[config.mk]
export PLATFORM = sky130hd
export DESIGN_NAME = mem_access_stage
export DESIGN_NICKNAME = d
export VERILOG_FILES = /design/src/rtl/mem_access_stage_pkg.sv /design/src/rtl/mem_access_stage_timer.sv /design/src/rtl/mem_access_stage.sv
export SDC_FILE = /design/constraint.sdc
export NUM_CORES = 1
export LEC_CHECK = 0
export ABC_CLOCK_PERIOD_IN_PS = 10220
export CAP_MARGIN = 20
export CORE_MARGIN = 5
export CORE_UTILIZATION = 40
export CTS_CLUSTER_DIAMETER = 30
export DETAILED_ROUTE_END_ITERATION = 12
export PLACE_DENSITY = 0.85
export SETUP_SLACK_MARGIN = 0.2
export SYNTH_ARGS = -nofsm -noshare
export SYNTH_HDL_FRONTEND = slang
export SYNTH_SLANG_ARGS = --single-unit
export TNS_END_PERCENT = 30
[constraint.sdc]
create_clock -name clk -period 10.22 [get_ports clk]
set_input_delay 2.044 -clock clk [delete_from_list [all_inputs] [get_ports clk]]
set_output_delay 2.044 -clock clk [all_outputs]
set_load 0.01 [all_outputs]
[src/rtl/mem_access_stage_pkg.sv]
// -----------------------------------------------------------------------------
// mem_access_stage_pkg
// Shared encodings for the memory-access stage: memory-operation codes, FSM
// state codes, logic-level names and small decode helpers.
// No ports (package).
// -----------------------------------------------------------------------------
package mem_access_stage_pkg;

    localparam logic LOW  = 1'b0;
    localparam logic HIGH = 1'b1;

    // Memory-operation codes carried on ex_mem_op; code 3 decodes as MEM_NONE.
    localparam logic [1:0] MEM_NONE  = 2'd0;
    localparam logic [1:0] MEM_LOAD  = 2'd1;
    localparam logic [1:0] MEM_STORE = 2'd2;

    typedef enum logic [1:0] {
        ST_IDLE   = 2'd0,
        ST_ACCESS = 2'd1,
        ST_RETIRE = 2'd2
    } state_e;

    // True for the two codes that touch data memory.
    function automatic logic is_mem_op(input logic [1:0] op);
        return (op == MEM_LOAD) || (op == MEM_STORE);
    endfunction

    // Word accesses need the two low address bits clear.
    function automatic logic is_misaligned(input logic [1:0] addr_lsb);
        return (addr_lsb != 2'b00);
    endfunction

endpackage

[src/rtl/mem_access_stage_timer.sv]
// -----------------------------------------------------------------------------
// mem_wait_timer
// Counts cycles spent waiting for a memory acknowledge.
//   clk, reset : clock, asynchronous active-high reset
//   clear      : zero the count (entry into the access state)
//   en         : count this cycle (waiting, no acknowledge seen)
//   expired    : this enabled cycle is the TIMEOUT-th wait cycle
// -----------------------------------------------------------------------------
module mem_wait_timer
    import mem_access_stage_pkg::*;
#(
    parameter int TIMEOUT = 255
) (
    input  logic clk,
    input  logic reset,
    input  logic clear,
    input  logic en,
    output logic expired
);

    localparam int CNT_W = $clog2(TIMEOUT + 1);
    localparam logic [CNT_W-1:0] LAST_CNT = CNT_W'(TIMEOUT - 1);
    localparam logic [CNT_W-1:0] MAX_CNT  = CNT_W'(TIMEOUT);

    logic [CNT_W-1:0] count_r;

    // Expiry is flagged during the cycle whose increment makes the count reach
    // TIMEOUT, so the request is high for exactly TIMEOUT cycles.
    assign expired = en && (count_r == LAST_CNT);

    // Wait counter: clear has priority, saturates at TIMEOUT.
    always_ff @(posedge clk or posedge reset) begin
        if (reset) begin
            count_r <= {CNT_W{1'b0}};
        end else if (clear) begin
            count_r <= {CNT_W{1'b0}};
        end else if (en && (count_r != MAX_CNT)) begin
            count_r <= count_r + {{(CNT_W-1){1'b0}}, 1'b1};
        end else begin
            count_r <= count_r;
        end
    end

endmodule

[src/rtl/mem_access_stage.sv]
// -----------------------------------------------------------------------------
// mem_access_stage
// Memory-access pipeline stage downstream of the ALU. Latches one record,
// performs at most one load/store over a req/ack handshake (with timeout),
// and emits a one-cycle writeback record.
//   clk, reset            : clock, asynchronous active-high reset
//   ex_valid / ex_ready   : upstream handshake (ex_ready decodes state only)
//   ex_alu_result         : address for memory ops, writeback data otherwise
//   ex_store_data         : store data
//   ex_mem_op             : NONE / LOAD / STORE (3 treated as NONE)
//   ex_wb_en, ex_rd       : writeback control
//   dmem_req/we/addr/wdata: memory request, held until ack or timeout
//   dmem_ack, dmem_rdata  : memory completion, read data valid with ack
//   wb_valid/en/rd/data   : registered one-cycle writeback record
//   mem_err               : sticky misalign/timeout flag, cleared by reset
// -----------------------------------------------------------------------------
module mem_access_stage
    import mem_access_stage_pkg::*;
#(
    parameter int DATA_W  = 32,
    parameter int REG_W   = 5,
    parameter int TIMEOUT = 255
) (
    input  logic              clk,
    input  logic              reset,
    input  logic              ex_valid,
    output logic              ex_ready,
    input  logic [DATA_W-1:0] ex_alu_result,
    input  logic [DATA_W-1:0] ex_store_data,
    input  logic [1:0]        ex_mem_op,
    input  logic              ex_wb_en,
    input  logic [REG_W-1:0]  ex_rd,
    output logic              dmem_req,
    output logic              dmem_we,
    output logic [DATA_W-1:0] dmem_addr,
    output logic [DATA_W-1:0] dmem_wdata,
    input  logic              dmem_ack,
    input  logic [DATA_W-1:0] dmem_rdata,
    output logic              wb_valid,
    output logic              wb_en,
    output logic [REG_W-1:0]  wb_rd,
    output logic [DATA_W-1:0] wb_data,
    output logic              mem_err
);

    state_e state_r;

    logic accept_s;
    logic mem_op_s;
    logic misaligned_s;
    logic start_access_s;
    logic wait_en_s;
    logic expired_s;

    assign ex_ready = (state_r != ST_ACCESS);

    // Decode of the incoming record and the handshake.
    always_comb begin
        accept_s       = LOW;
        mem_op_s       = LOW;
        misaligned_s   = LOW;
        start_access_s = LOW;
        wait_en_s      = LOW;
        if (ex_valid && (state_r != ST_ACCESS)) begin
            accept_s = HIGH;
        end else begin
            accept_s = LOW;
        end
        mem_op_s       = is_mem_op(ex_mem_op);
        misaligned_s   = mem_op_s && is_misaligned(ex_alu_result[1:0]);
        start_access_s = accept_s && mem_op_s && !misaligned_s;
        if (state_r == ST_ACCESS) begin
            wait_en_s = !dmem_ack;
        end else begin
            wait_en_s = LOW;
        end
    end

    mem_wait_timer #(
        .TIMEOUT (TIMEOUT)
    ) u_timer (
        .clk     (clk),
        .reset   (reset),
        .clear   (start_access_s),
        .en      (wait_en_s),
        .expired (expired_s)
    );

    // Stage FSM with all registered outputs.
    always_ff @(posedge clk or posedge reset) begin
        if (reset) begin
            state_r    <= ST_IDLE;
            dmem_req   <= LOW;
            dmem_we    <= LOW;
            dmem_addr  <= {DATA_W{1'b0}};
            dmem_wdata <= {DATA_W{1'b0}};
            wb_valid   <= LOW;
            wb_en      <= LOW;
            wb_rd      <= {REG_W{1'b0}};
            wb_data    <= {DATA_W{1'b0}};
            mem_err    <= LOW;
        end else begin
            case (state_r)
                ST_IDLE, ST_RETIRE: begin
                    if (accept_s) begin
                        wb_rd   <= ex_rd;
                        wb_data <= ex_alu_result;
                        if (!mem_op_s) begin
                            wb_en    <= ex_wb_en;
                            wb_valid <= HIGH;
                            state_r  <= ST_RETIRE;
                        end else if (misaligned_s) begin
                            wb_en    <= LOW;
                            wb_valid <= HIGH;
                            mem_err  <= HIGH;
                            state_r  <= ST_RETIRE;
                        end else begin
                            // Stores never write a register.
                            wb_en      <= (ex_mem_op == MEM_LOAD) ? ex_wb_en : LOW;
                            wb_valid   <= LOW;
                            dmem_req   <= HIGH;
                            dmem_we    <= (ex_mem_op == MEM_STORE);
                            dmem_addr  <= ex_alu_result;
                            dmem_wdata <= ex_store_data;
                            state_r    <= ST_ACCESS;
                        end
                    end else begin
                        wb_valid <= LOW;
                        state_r  <= ST_IDLE;
                    end
                end
                ST_ACCESS: begin
                    // An ack in the final wait cycle still completes the access.
                    if (dmem_ack) begin
                        if (!dmem_we) begin
                            wb_data <= dmem_rdata;
                        end else begin
                            wb_data <= wb_data;
                        end
                        dmem_req <= LOW;
                        dmem_we  <= LOW;
                        wb_valid <= HIGH;
                        state_r  <= ST_RETIRE;
                    end else if (expired_s) begin
                        dmem_req <= LOW;
                        dmem_we  <= LOW;
                        wb_en    <= LOW;
                        wb_valid <= HIGH;
                        mem_err  <= HIGH;
                        state_r  <= ST_RETIRE;
                    end else begin
                        wb_valid <= LOW;
                        state_r  <= ST_ACCESS;
                    end
                end
                default: begin
                    dmem_req <= LOW;
                    wb_valid <= LOW;
                    state_r  <= ST_IDLE;
                end
            endcase
        end
    end

endmodule

==> summary by stage <==
Floorplanning
The die is 123 um wide. The number of placed I/O pins is 215. The core region is 12600 um^2. The die covers 15200 um^2.

The starting density of the core is 40.7%. Measured along the y axis, the die boundary spans 123 um. The floorplan has 41 rows.

Setup path
STA classifies the critical path startpoint as a flop. At the worst endpoint, the arrival time is 2.61 ns. The data required time at the worst endpoint is 8.18 ns.

Among all stages on the critical path, the largest delay is contributed by sky130_fd_sc_hd__nor2b_4. The count of buffering cells on the critical path with inverters included is 2. The largest fanout on the critical path is 36.

The family with the most delay on the worst path is simple AND/OR/NAND/NOR gates. The path type of the worst setup path is reg2out. Traced cell by cell, the critical path runs through nor2b_4, inv_4, clkdlybuf4s50_1. STA classifies the critical path endpoint as an output pin.

The peak per-stage delay on the critical path is 0.90 ns.

Timing
The remaining max-slew budget at the tightest pin is 29.6%. Setup repair after global routing left no endpoint under its margin. The final critical path time including I/O delays and setup is 4.65 ns.

The number of hold violations in the final report was 0. The share of the cycle needed by the critical path after routing is 45.5%. Adding up every negative setup slack in the final design gives 0 ns.

The max-slew violation total from the final report was 0. At the pin with the least slew margin, the transition time is 1.05 ns. Across the routed clock network, the largest skew measured is 0.00837 ns. Derived from the worst setup path, the maximum achievable clock frequency is 215 MHz.

The final count of negative-setup-slack endpoints is 0.

Synthesis
The average instance area after synthesis is 14.5 um^2. In this run the cell area of the synthesized design comes to 5130 um^2. Counting flops and latches in the post-synthesis netlist gives 116. In the synthesized netlist the async set-or-reset flop fraction comes to 100%.

The mux share of post-synthesis cell area is 30.2%. The post-synthesis cell count is 354. The count of flip-flops with a built-in enable after synthesis is 0.

Of the total synthesized cell area, the portion taken by AND, OR, NAND and NOR gates is 5.00%. Of the total synthesized cell area, the portion taken by XOR and XNOR cells is 0%. The number of different library cells used by synthesis comes to 40. The share of the Yosys chip area taken by registers is 56.6%. By area, the combinational part of the netlist is dominated by multiplexers. Among all flip-flop cells after synthesis, the most frequent one is sky130_fd_sc_hd__dfrtp_1. The number of nets in the synthesized netlist is 466.

For this run, the number of Yosys warnings is 0. The complex-gate fraction of the synthesized area is 3.56%. Of the total synthesized cell area, the portion taken by full adders, half adders and majority gates is 0.975%.

Drt
The routed wire length per instance is 17.8 um. Using the TritonRoute via totals, the vias-per-cell ratio works out to 4.93. The starting DRC count in detailed routing is 138. The routed layout has 3728 vias. For this run, the detailed router's first-pass iteration total came to 4. Once detail routing completed, the nets flagged for antenna violations numbered 0. For this run, design rule violations remaining after detail routing come to 0. After detailed routing, the total wire length is 13400 um.

Cells and area
Of the cells placed in the final design, the portion with a size suffix greater than 1 is 27.1%. The post-route core utilization is 62.7%. With fillers left out, the area of the finished cells amounts to 7910 um^2. The post-synthesis to final-layout area growth is 54.1%. In the layout the commonest cells are sky130_fd_sc_hd__clkdlybuf4s50_1, sky130_fd_sc_hd__dfrtp_1, sky130_fd_sc_hd__mux2_2. The most frequent standard cell in the layout excluding fill and tap cells is sky130_fd_sc_hd__clkdlybuf4s50_1.

The count of antenna diodes in the layout is 0. The net total in the final layout is 683.

Global route
Summed over all layers, the global routing overflow is 0. The global-route usage over all layers is 18.1%. The initial antenna violation count is 0. The pin count of the biggest net entering global routing is 79. The number of global-route vias before repair is 4192. The first global-routing pass estimated 20800 um of wire.

Placed design
The quantity of I/O buffers inserted on ports is 214. At the end of routability-driven placement, the weighted congestion stood at 0.849. The placed instances occupy a cell area of 7360 um^2. After legalization and detailed placement, the total HPWL measured 9870 um.

Power and ir drop
The maximum ir drop on the vdd rail is 118 uV. Overall power consumption after layout is estimated at 1.57 mW. The analysis attributes to cell leakage a power of 3.36 nW. The areal power density over the cells is 199 nW/um^2.

Clock network
The buffer count from post-CTS setup fixing is 0. The number of gates resized after CTS was 0. CTS built an H-tree with a depth of 4.

The clock passes through at most 2 buffers. The clock latency at the later pin of the worst-skew pair is 0.41 ns. TritonCTS created 17 clock buffers. In this run, post-CTS hold repair placed 0 buffers.

The register clock-pin slew on the reported worst setup and hold paths is 0.05 ns. The library cell used as clock root buffer is sky130_fd_sc_hd__clkbuf_16. TritonCTS built the clock tree. The TritonCTS sink count is 116.

Run status
The run finished with clean final reports.

Hold path
The kind of path behind the tightest hold check is reg2reg.

Run
The tool flagged a number of max-cap violations equal to 0.
==> layer usage <==
layer  track usage [%]  wire [um]  vias to the layer above
met5                 0          0                        -
met2              30.7       7020                      147
met4              9.55        374                        0
met1              19.3       4840                     1841
li1                  -          -                     1715
met3              7.18       1210                       25
==> path summary, 6_finish.rpt <==
check                            from            end  slack, ns  cells past startpoint
min in group asynchronous       reset  dmem_addr[10]       2.01                      2
setup / recovery           state_r[0]       ex_ready       5.57                      3
setup reg to reg           state_r[0]     wb_data[7]       7.05                      5
hold reg to reg              wb_rd[0]       wb_rd[0]       0.47                      2
hold / removal               wb_rd[0]       wb_rd[0]       0.47                      2
max in group asynchronous       reset        mem_err       6.85                      3
==> cell type report <==
class,instances,area (um^2)
Fill cell,987,4710
Sequential cell,116,2900
Timing Repair Buffer,217,2160
Multi-Input combinational cell,212,2050
Clock buffer,23,468
Tap cell,172,215
Clock inverter,9,80.1
Inverter,7,31.3
==> cells by family after synthesis <==
kind of cell	after synthesis
flip-flops	116
multiplexers	133
buffers and inverters	26
AO/OA/AOI/OAI	27
adder cells (fa/ha/maj)	4
AND/OR/NAND/NOR	48
==> flip-flops by register name (all words and copies together), names as in the netlist <==
| signal | cells |
|---|---|
| state_r | 2 |
| dmem_we | 1 |
| mem_err | 1 |
| wb_rd | 5 |
| wb_data | 32 |
| wb_en | 1 |
| dmem_wdata | 32 |
| u_timer.count_r | 8 |
| dmem_req | 1 |
| dmem_addr | 32 |
| wb_valid | 1 |
==> cells in the mapped netlist, types with 4 or more instances <==
cell type                 count  share of area (%)
sky130_fd_sc_hd__buf_2        6               0.59
sky130_fd_sc_hd__buf_6       10                2.2
sky130_fd_sc_hd__dfrtp_1    116                 57
sky130_fd_sc_hd__ha_1         4               0.98
sky130_fd_sc_hd__inv_1        6               0.44
sky130_fd_sc_hd__mux2_1       5                1.1
sky130_fd_sc_hd__mux2_2     105                 23
sky130_fd_sc_hd__mux2_4      16                4.7
sky130_fd_sc_hd__mux2i_1      7                1.4
sky130_fd_sc_hd__nand2_1     20                1.5
sky130_fd_sc_hd__nor3_1       4               0.39
sky130_fd_sc_hd__o21ai_0      9               0.88
==> through the flow <==
stage | hold WS, ns | std cells | worst slack, ns
global placement | 0.461 | 724 | 5.76
CTS | 0.477 | 756 | 5.51
detailed placement | 0.464 | 724 | 5.70
floorplan | 0.488 | 354 | 5.10
finish | 0.469 | 756 | 5.57
global route | 0.515 | 756 | 5.42
==> worst min-delay path, stage by stage (launching register included) <==
cell and delay [ns]:
sky130_fd_sc_hd__dfrtp_1 0.34, sky130_fd_sc_hd__nand2_1 0.05, sky130_fd_sc_hd__nand2_1 0.05
==> report_power, final <==
group | internal (mW) | switching [mW] | leakage, nW
clock network | 0.344 | 0.199 | 0.259
logic | 0.271 | 0.152 | 1.70
registers | 0.553 | 0.0528 | 1.40
total | 1.17 | 0.403 | 3.36
Note: power is estimated with default switching activity, not from simulation.
